## config.mk

```make
export PLATFORM = sky130hd
export DESIGN_NAME = cache_mem_ctrl
export DESIGN_NICKNAME = d
export VERILOG_FILES = /design/src/rtl/cache_mem_ctrl.sv
export SDC_FILE = /design/constraint.sdc
export NUM_CORES = 1
export LEC_CHECK = 0
export CORE_AREA = 2 2 414 416
export CTS_CLUSTER_SIZE = 20
export DETAILED_ROUTE_END_ITERATION = 8
export DIE_AREA = 0 0 416 418
export PLACE_DENSITY = 0.38
export RECOVER_POWER = 100
export SYNTH_ARGS = -nofsm -noshare
export SYNTH_HDL_FRONTEND = slang
export SYNTH_SLANG_ARGS = --single-unit
```

## constraint.sdc

```tcl
create_clock -name clk -period 2.2 [get_ports clk]
set_clock_uncertainty 0.15 [all_clocks]
set_input_delay 0.66 -clock clk [delete_from_list [all_inputs] [get_ports clk]]
set_output_delay 0.66 -clock clk [all_outputs]
set_load 0.05 [all_outputs]
```

## src/rtl/cache_mem_ctrl.sv

```systemverilog
// cache_mem_ctrl: cache-side initiator for the 256-bit block RAM responder.
// Each accepted miss runs an optional dirty-victim writeback, then an optional
// line fill, and finishes with a one-cycle resp_valid pulse.
// Optional watchdog: define CACHE_MEM_TIMEOUT_EN to abort RAM transactions
// that stall for TIMEOUT_CYC cycles. The default build has no watchdog.
//
// state | meaning
// IDLE  | waiting for a request; req_ready high
// WB    | victim block write in progress (ram_en=1, ram_write=1)
// GAP   | one disabled cycle so the responder restarts before the fill
// FILL  | line read in progress (ram_en=1, ram_write=0)
// DONE  | request finished; resp_valid/resp_err follow on the next cycle
module cache_mem_ctrl #(
  parameter int ADDR_W      = 11,
  parameter int BLOCK_W     = 256,
  parameter int MIN_WAIT    = 9,
  parameter int TIMEOUT_CYC = 64
) (
  input  logic               clk,
  input  logic               rst,
  input  logic               req_valid,
  output logic               req_ready,
  input  logic               req_dirty,
  input  logic               req_fill,
  input  logic [ADDR_W-1:0]  req_wb_addr,
  input  logic [BLOCK_W-1:0] req_wb_block,
  input  logic [ADDR_W-1:0]  req_fill_addr,
  output logic               resp_valid,
  output logic [BLOCK_W-1:0] resp_block,
  output logic               resp_err,
  output logic               ram_en,
  output logic               ram_write,
  output logic [ADDR_W-1:0]  ram_addr,
  output logic [BLOCK_W-1:0] data_to_ram,
  input  logic               ram_rdy,
  input  logic [BLOCK_W-1:0] block_out
);

  typedef enum logic [2:0] {IDLE, WB, GAP, FILL, DONE} state_t;

  localparam int CNT_W = $clog2(TIMEOUT_CYC) + 1;
  localparam logic [CNT_W-1:0] CNT_DONE = CNT_W'(MIN_WAIT - 1);
  localparam logic [CNT_W-1:0] CNT_MAX  = '1;

  state_t             state, state_nxt;
  logic [CNT_W-1:0]   wait_cnt;
  logic               fill_q;
  logic               abort_q;
  logic [ADDR_W-1:0]  fill_addr_q;
  logic               accept;
  logic               in_xfer;
  logic               xfer_done;
  logic               timeout_hit;

  assign req_ready = (state == IDLE);
  assign accept    = req_valid && req_ready;
  assign in_xfer   = (state == WB) || (state == FILL);
  // Early ram_rdy is ignored: it may still be high from the previous same-type op.
  assign xfer_done = in_xfer && ram_rdy && (wait_cnt >= CNT_DONE);

`ifdef CACHE_MEM_TIMEOUT_EN
  // Abort on the last allowed cycle so ram_en is high for exactly TIMEOUT_CYC cycles.
  localparam logic [CNT_W-1:0] CNT_TO = CNT_W'(TIMEOUT_CYC - 1);
  assign timeout_hit = in_xfer && !xfer_done && (wait_cnt >= CNT_TO);
`else
  assign timeout_hit = 1'b0;
`endif

  // State register.
  always_ff @(posedge clk) begin
    if (rst) state <= IDLE;
    else     state <= state_nxt;
  end

  // Next-state logic: writeback, gap, fill, done sequencing.
  always_comb begin
    state_nxt = state;
    case (state)
      IDLE: begin
        if (accept) begin
          if (req_dirty)     state_nxt = WB;
          else if (req_fill) state_nxt = FILL;
          else               state_nxt = DONE;
        end
      end
      WB: begin
        if (xfer_done)        state_nxt = fill_q ? GAP : DONE;
        else if (timeout_hit) state_nxt = DONE;
      end
      GAP:  state_nxt = FILL;
      FILL: begin
        if (xfer_done || timeout_hit) state_nxt = DONE;
      end
      DONE:    state_nxt = IDLE;
      default: state_nxt = IDLE;
    endcase
  end

  // Per-transaction wait counter: restarts on every state change, saturates.
  always_ff @(posedge clk) begin
    if (rst || (state_nxt != state))         wait_cnt <= '0;
    else if (in_xfer && (wait_cnt != CNT_MAX)) wait_cnt <= wait_cnt + CNT_W'(1);
  end

  // Latch the request fields still needed after accept; track watchdog aborts.
  always_ff @(posedge clk) begin
    if (rst) begin
      fill_q      <= 1'b0;
      fill_addr_q <= '0;
      abort_q     <= 1'b0;
    end else begin
      if (accept) begin
        fill_q      <= req_fill;
        fill_addr_q <= req_fill_addr;
        abort_q     <= 1'b0;
      end else if (timeout_hit) begin
        abort_q     <= 1'b1;
      end
    end
  end

  // Registered RAM interface, aligned with the state it belongs to.
  always_ff @(posedge clk) begin
    if (rst) begin
      ram_en      <= 1'b0;
      ram_write   <= 1'b0;
      ram_addr    <= '0;
      data_to_ram <= '0;
    end else begin
      ram_en    <= (state_nxt == WB) || (state_nxt == FILL);
      ram_write <= (state_nxt == WB);
      if (accept && req_dirty) begin
        ram_addr    <= req_wb_addr;
        data_to_ram <= req_wb_block;
      end else if (accept && req_fill) begin
        ram_addr    <= req_fill_addr;
      end else if (state == GAP) begin
        ram_addr    <= fill_addr_q;
      end
    end
  end

  // Response: capture fill data on completion, pulse resp_valid after DONE.
  always_ff @(posedge clk) begin
    if (rst) begin
      resp_valid <= 1'b0;
      resp_err   <= 1'b0;
      resp_block <= '0;
    end else begin
      resp_valid <= (state == DONE);
      resp_err   <= (state == DONE) && abort_q;
      if ((state == FILL) && xfer_done) resp_block <= block_out;
    end
  end

endmodule

```

Word-level counts from Yosys, hierarchy flattened
Index checks and enable logic that the tools add are counted.
{"block": "totals", "reg_bits": 548, "latchBits": 0, "mem_bits_rw": 0, "mem_bits_ro": 0, "in_bits": 540, "word_cells": 42, "n_memories": 0}
{"block": "classes", "n_addsub": 1, "n_mul": 0, "n_div": 0, "order_cmp": 1, "n_eq_ne": 8, "shifts": 0, "mux": 10, "bitwise": 0, "reduce_logical": 12}
{"op": "11-bit two-way mux", "count": 3}
{"op": "3-bit two-way mux", "count": 6}
{"op": "3-bit one-hot mux with 4 select lines", "count": 1}
{"op": "3-bit by 2-bit == test with 1-bit output (second input constant)", "count": 3}
{"op": "7-bit by 1-bit adder with 7-bit output (second input constant)", "count": 1}
{"op": "7-bit by 4-bit greater-or-equal comparator with 1-bit output (second input constant)", "count": 1}
{"op": "1-bit logical AND", "count": 7}
{"op": "7-bit inequality test (second input constant)", "count": 1}
{"op": "3-bit by 1-bit == test with 1-bit output (second input constant)", "count": 2}
{"op": "3-bit == test (second input constant)", "count": 1}
{"op": "3-bit logical NOT", "count": 1}
{"op": "1-bit logical OR", "count": 3}
{"op": "3-bit inequality test", "count": 1}
{"op": "3-bit nonzero test", "count": 1}

Longest topological paths before layout
{"block": "logic_depth", "word_depth": 8, "ltp_mapped": 8}

Worst setup path after synthesis
Ideal clock, no wire load.
{"block": "synth_path", "path_type": "flip-flop to output port", "start": "register state[0]", "end": "output req_ready", "t_arrival_ps": 1605, "t_required_ps": 1390, "slack_ps": -215, "stages_incl_launch_ff": 3, "cell_sequence": "dfxtp_1 -> clkbuf_1 -> nor3_1"}
{"block": "synth_between", "elab_chain_len": 1}
{"element": "start: declaration", "line": "45", "source": "state_t state, state_nxt;"}
{"element": "start signal: assignment", "line": "72", "source": "else state <= state_nxt;"}
{"element": "3-bit logical NOT", "line": "55", "source": "assign req_ready = (state == IDLE);"}
{"element": "end: declaration", "line": "22", "source": "output logic req_ready,"}
Every way passes these cells.

Worst setup path after layout
{"block": "layout_path", "start": "register state[1]", "end": "output req_ready"}
Same word-level chain as after synthesis.

==> out/results.ini <==
[run_status]
status=complete, but fails checks
failed_checks=setup timing

[sta]
fin_crit_ns=2.32
setup_tns_ns=-0.621
setup_viol=20
clock.fmax_ghz=0.430
setup_slack_ns=-0.125
holdWs_ns=0.215
max_slew_margin=0.609
rsz0062_at_grt=true
worst_pin_slew_ns=0.586
fin_crit_sh=1.06
drv_slew=0
finalHoldViolCount=0

[synth]
synth.distinct_cells=39
netlist_instances=2403
ys_ff_latch=548
syn_nets=2945
yosysSeqAreaShare=0.571
yosysWarnings=0
avgSynthCellArea_um2=8.00
syn_area_um2=19200

[routing]
wl_per_cell_um=17.4
wl_um=100000
antenna_left=0
vias=20058
dr.first_iter.drc_count=775
via_per_inst=3.48
drc_errors=0
first_pass_iters=5

[grt]
globalRouteOverflowTotal=0
grt_max_degree=81
grt_pass1_wl_um=140000
grt_pass1_vias=19517
antenna_found_initial=15
grtUsageTotal=0.109

[floorplan]
initial_core_util=0.114
die_area_um2=174000
rows=151
ios=1068
die_h_um=418
die_x_um=416
core_um2=169000

[finish]
num-fill-cells=18876
layout_commonest_cell=nand2_1
drive_gt1_frac=0.224
layout_common_cells=nand2_1, buf_4, dfxtp_1
area_growth_pct=79.5
finalNetCount=4032

[cts]
cts.sinks=548
cts_tree=built
htree_levels=3
numCtsBuffers=74
postCtsHoldBufs=0
clkLatencyLatePin_ns=0.68
clk_pin_slew_worst_paths_ns=0.06
root_buffer=clkbuf_16
clockBufferDepth=3

[setup_path]
worstPathRequired_ns=1.39
start_kind=register
crit_start=state[1]
r2r-start=state[0]
endpoint_kind=output pin
cp_max_fo=2
path_class=reg2out
crit_arrival_ns=1.51

[place]
dp_slack_ns=-0.681
numPortBuffers=1066
place.gp.congestion=0.812
place_hpwl_um=76300

[power_and_ir_drop]
peakVddDrop_v=0.000495
p_leak_nw=13.0
p_per_area_nw_per_um2=767

[min_path]
min_from=rst
min_path_type=in2reg

[run]
maxCapViolations=0

final timing paths:
kind / endpoint / slack [ns] / cells after the start
worst min-delay path: state[1] / 0.22 / 3
worst min register to register: resp_block[215] / 0.30 / 2
worst max-delay path: req_ready / -0.12 / 3
worst max register to register: resp_block[241] / -0.03 / 8
flip-flops by register name (all words and copies together), names as in the netlist:
signal / cells
fill_q: 1
data_to_ram: 256
resp_valid: 1
resp_block: 256
wait_cnt: 7
ram_write: 1
ram_en: 1
fill_addr_q: 11
state: 3
ram_addr: 11
critical path, stage by stage (launching register included):
cell	delay (ns)
dfxtp_2	0.32
buf_6	0.11
nor3_4	0.21
buf_12	0.18
routing by layer:
metal | track usage | part of all wire
met4 | 0.0404 | 0.032
met2 | 0.192 | 0.51
met3 | 0.0390 | 0.074
met5 | 0 | 0.00055
met1 | 0.120 | 0.39
report_power, final:
group          switching, mW  total (mW)  internal, mW
combinational           2.06        3.70          1.64
clock                   5.22        12.4          7.14
sequential             0.174        10.4          10.2
total                   7.45        26.5          19.0
what timing repair did:
| action | CTS | global route |
|---|---|---|
| resized for setup | 29 | 2 |
| endpoints found under the setup margin | 20 | 12 |
| gates cloned | 0 | 0 |
| setup buffers | 1 | 2 |
| pin swaps | 1 | 1 |
metrics by stage:
stage | power [mW] | area, um2 | std cells | utilization
2_1_floorplan | 12.3 | 19200 | 2403 | -
3_3_place_gp | 14.3 | 31900 | 5629 | 0.189
3_5_place_dp | 14.3 | 31900 | 5629 | 0.189
4_1_cts | 27.1 | 34500 | 5758 | 0.204
5_1_grt | 27.6 | 34500 | 5766 | 0.204
6_report | 26.5 | 34500 | 5766 | 0.204
logic make-up after synthesis:
group | synth area share
multiplexers | 0.000521
other | 0.000195
XOR/XNOR | 0.00137
buffers and inverters | 0.0513
adder cells (fa/ha/maj) | 0.00130
AO/OA/AOI/OAI | 0.158
flip-flops | 0.571
AND/OR/NAND/NOR | 0.217
Yosys cell counts, drive strengths merged:
| master | count | area [um2] |
|---|---|---|
| ha | 2 | 25.0 |
| and2 | 2 | 12.5 |
| xor2 | 2 | 17.5 |
| o211ai | 2 | 15.0 |
| a32oi | 1 | 8.76 |
| nand2 | 1051 | 3950 |
| dfxtp | 548 | 11000 |
| a21oi | 524 | 2660 |
| nor2 | 12 | 61.3 |
| or4b | 1 | 10.0 |
| mux2i | 1 | 10.0 |
| o21a | 2 | 15.0 |
| conb | 1 | 3.75 |
| nor3 | 3 | 15.0 |
| o21ai | 4 | 20.0 |
| a31oi | 5 | 31.3 |
| nand3 | 2 | 10.0 |
| a22o | 11 | 96.3 |
| and4b | 2 | 20.0 |
| inv | 5 | 18.8 |
| a211oi | 1 | 7.51 |
| a2bb2oi | 11 | 96.3 |
| buf | 77 | 562 |
| nor4b | 2 | 23.8 |
| nand2b | 1 | 6.26 |
| nand4 | 3 | 18.8 |
| clkbuf | 108 | 405 |
| o41a | 1 | 11.3 |
| and3b | 1 | 8.76 |
| nor2b | 3 | 18.8 |
| and3 | 2 | 12.5 |
| xnor2 | 1 | 8.76 |
| o22ai | 11 | 68.8 |
final cells by class:
type / instances / area (um2) / share of cell area
diodes: 6 / 15.0 / 0.000435
clock buffers: 109 / 2160 / 0.0627
flip-flops and latches: 548 / 11000 / 0.318
inverters: 5 / 18.8 / 0.000544
well taps: 2218 / 2780 / 0.0804
multi-input cells: 1665 / 7290 / 0.211
repair buffers: 1196 / 11000 / 0.318
clock inverters: 19 / 297 / 0.00860
Note: power is estimated with default switching activity, not from simulation.
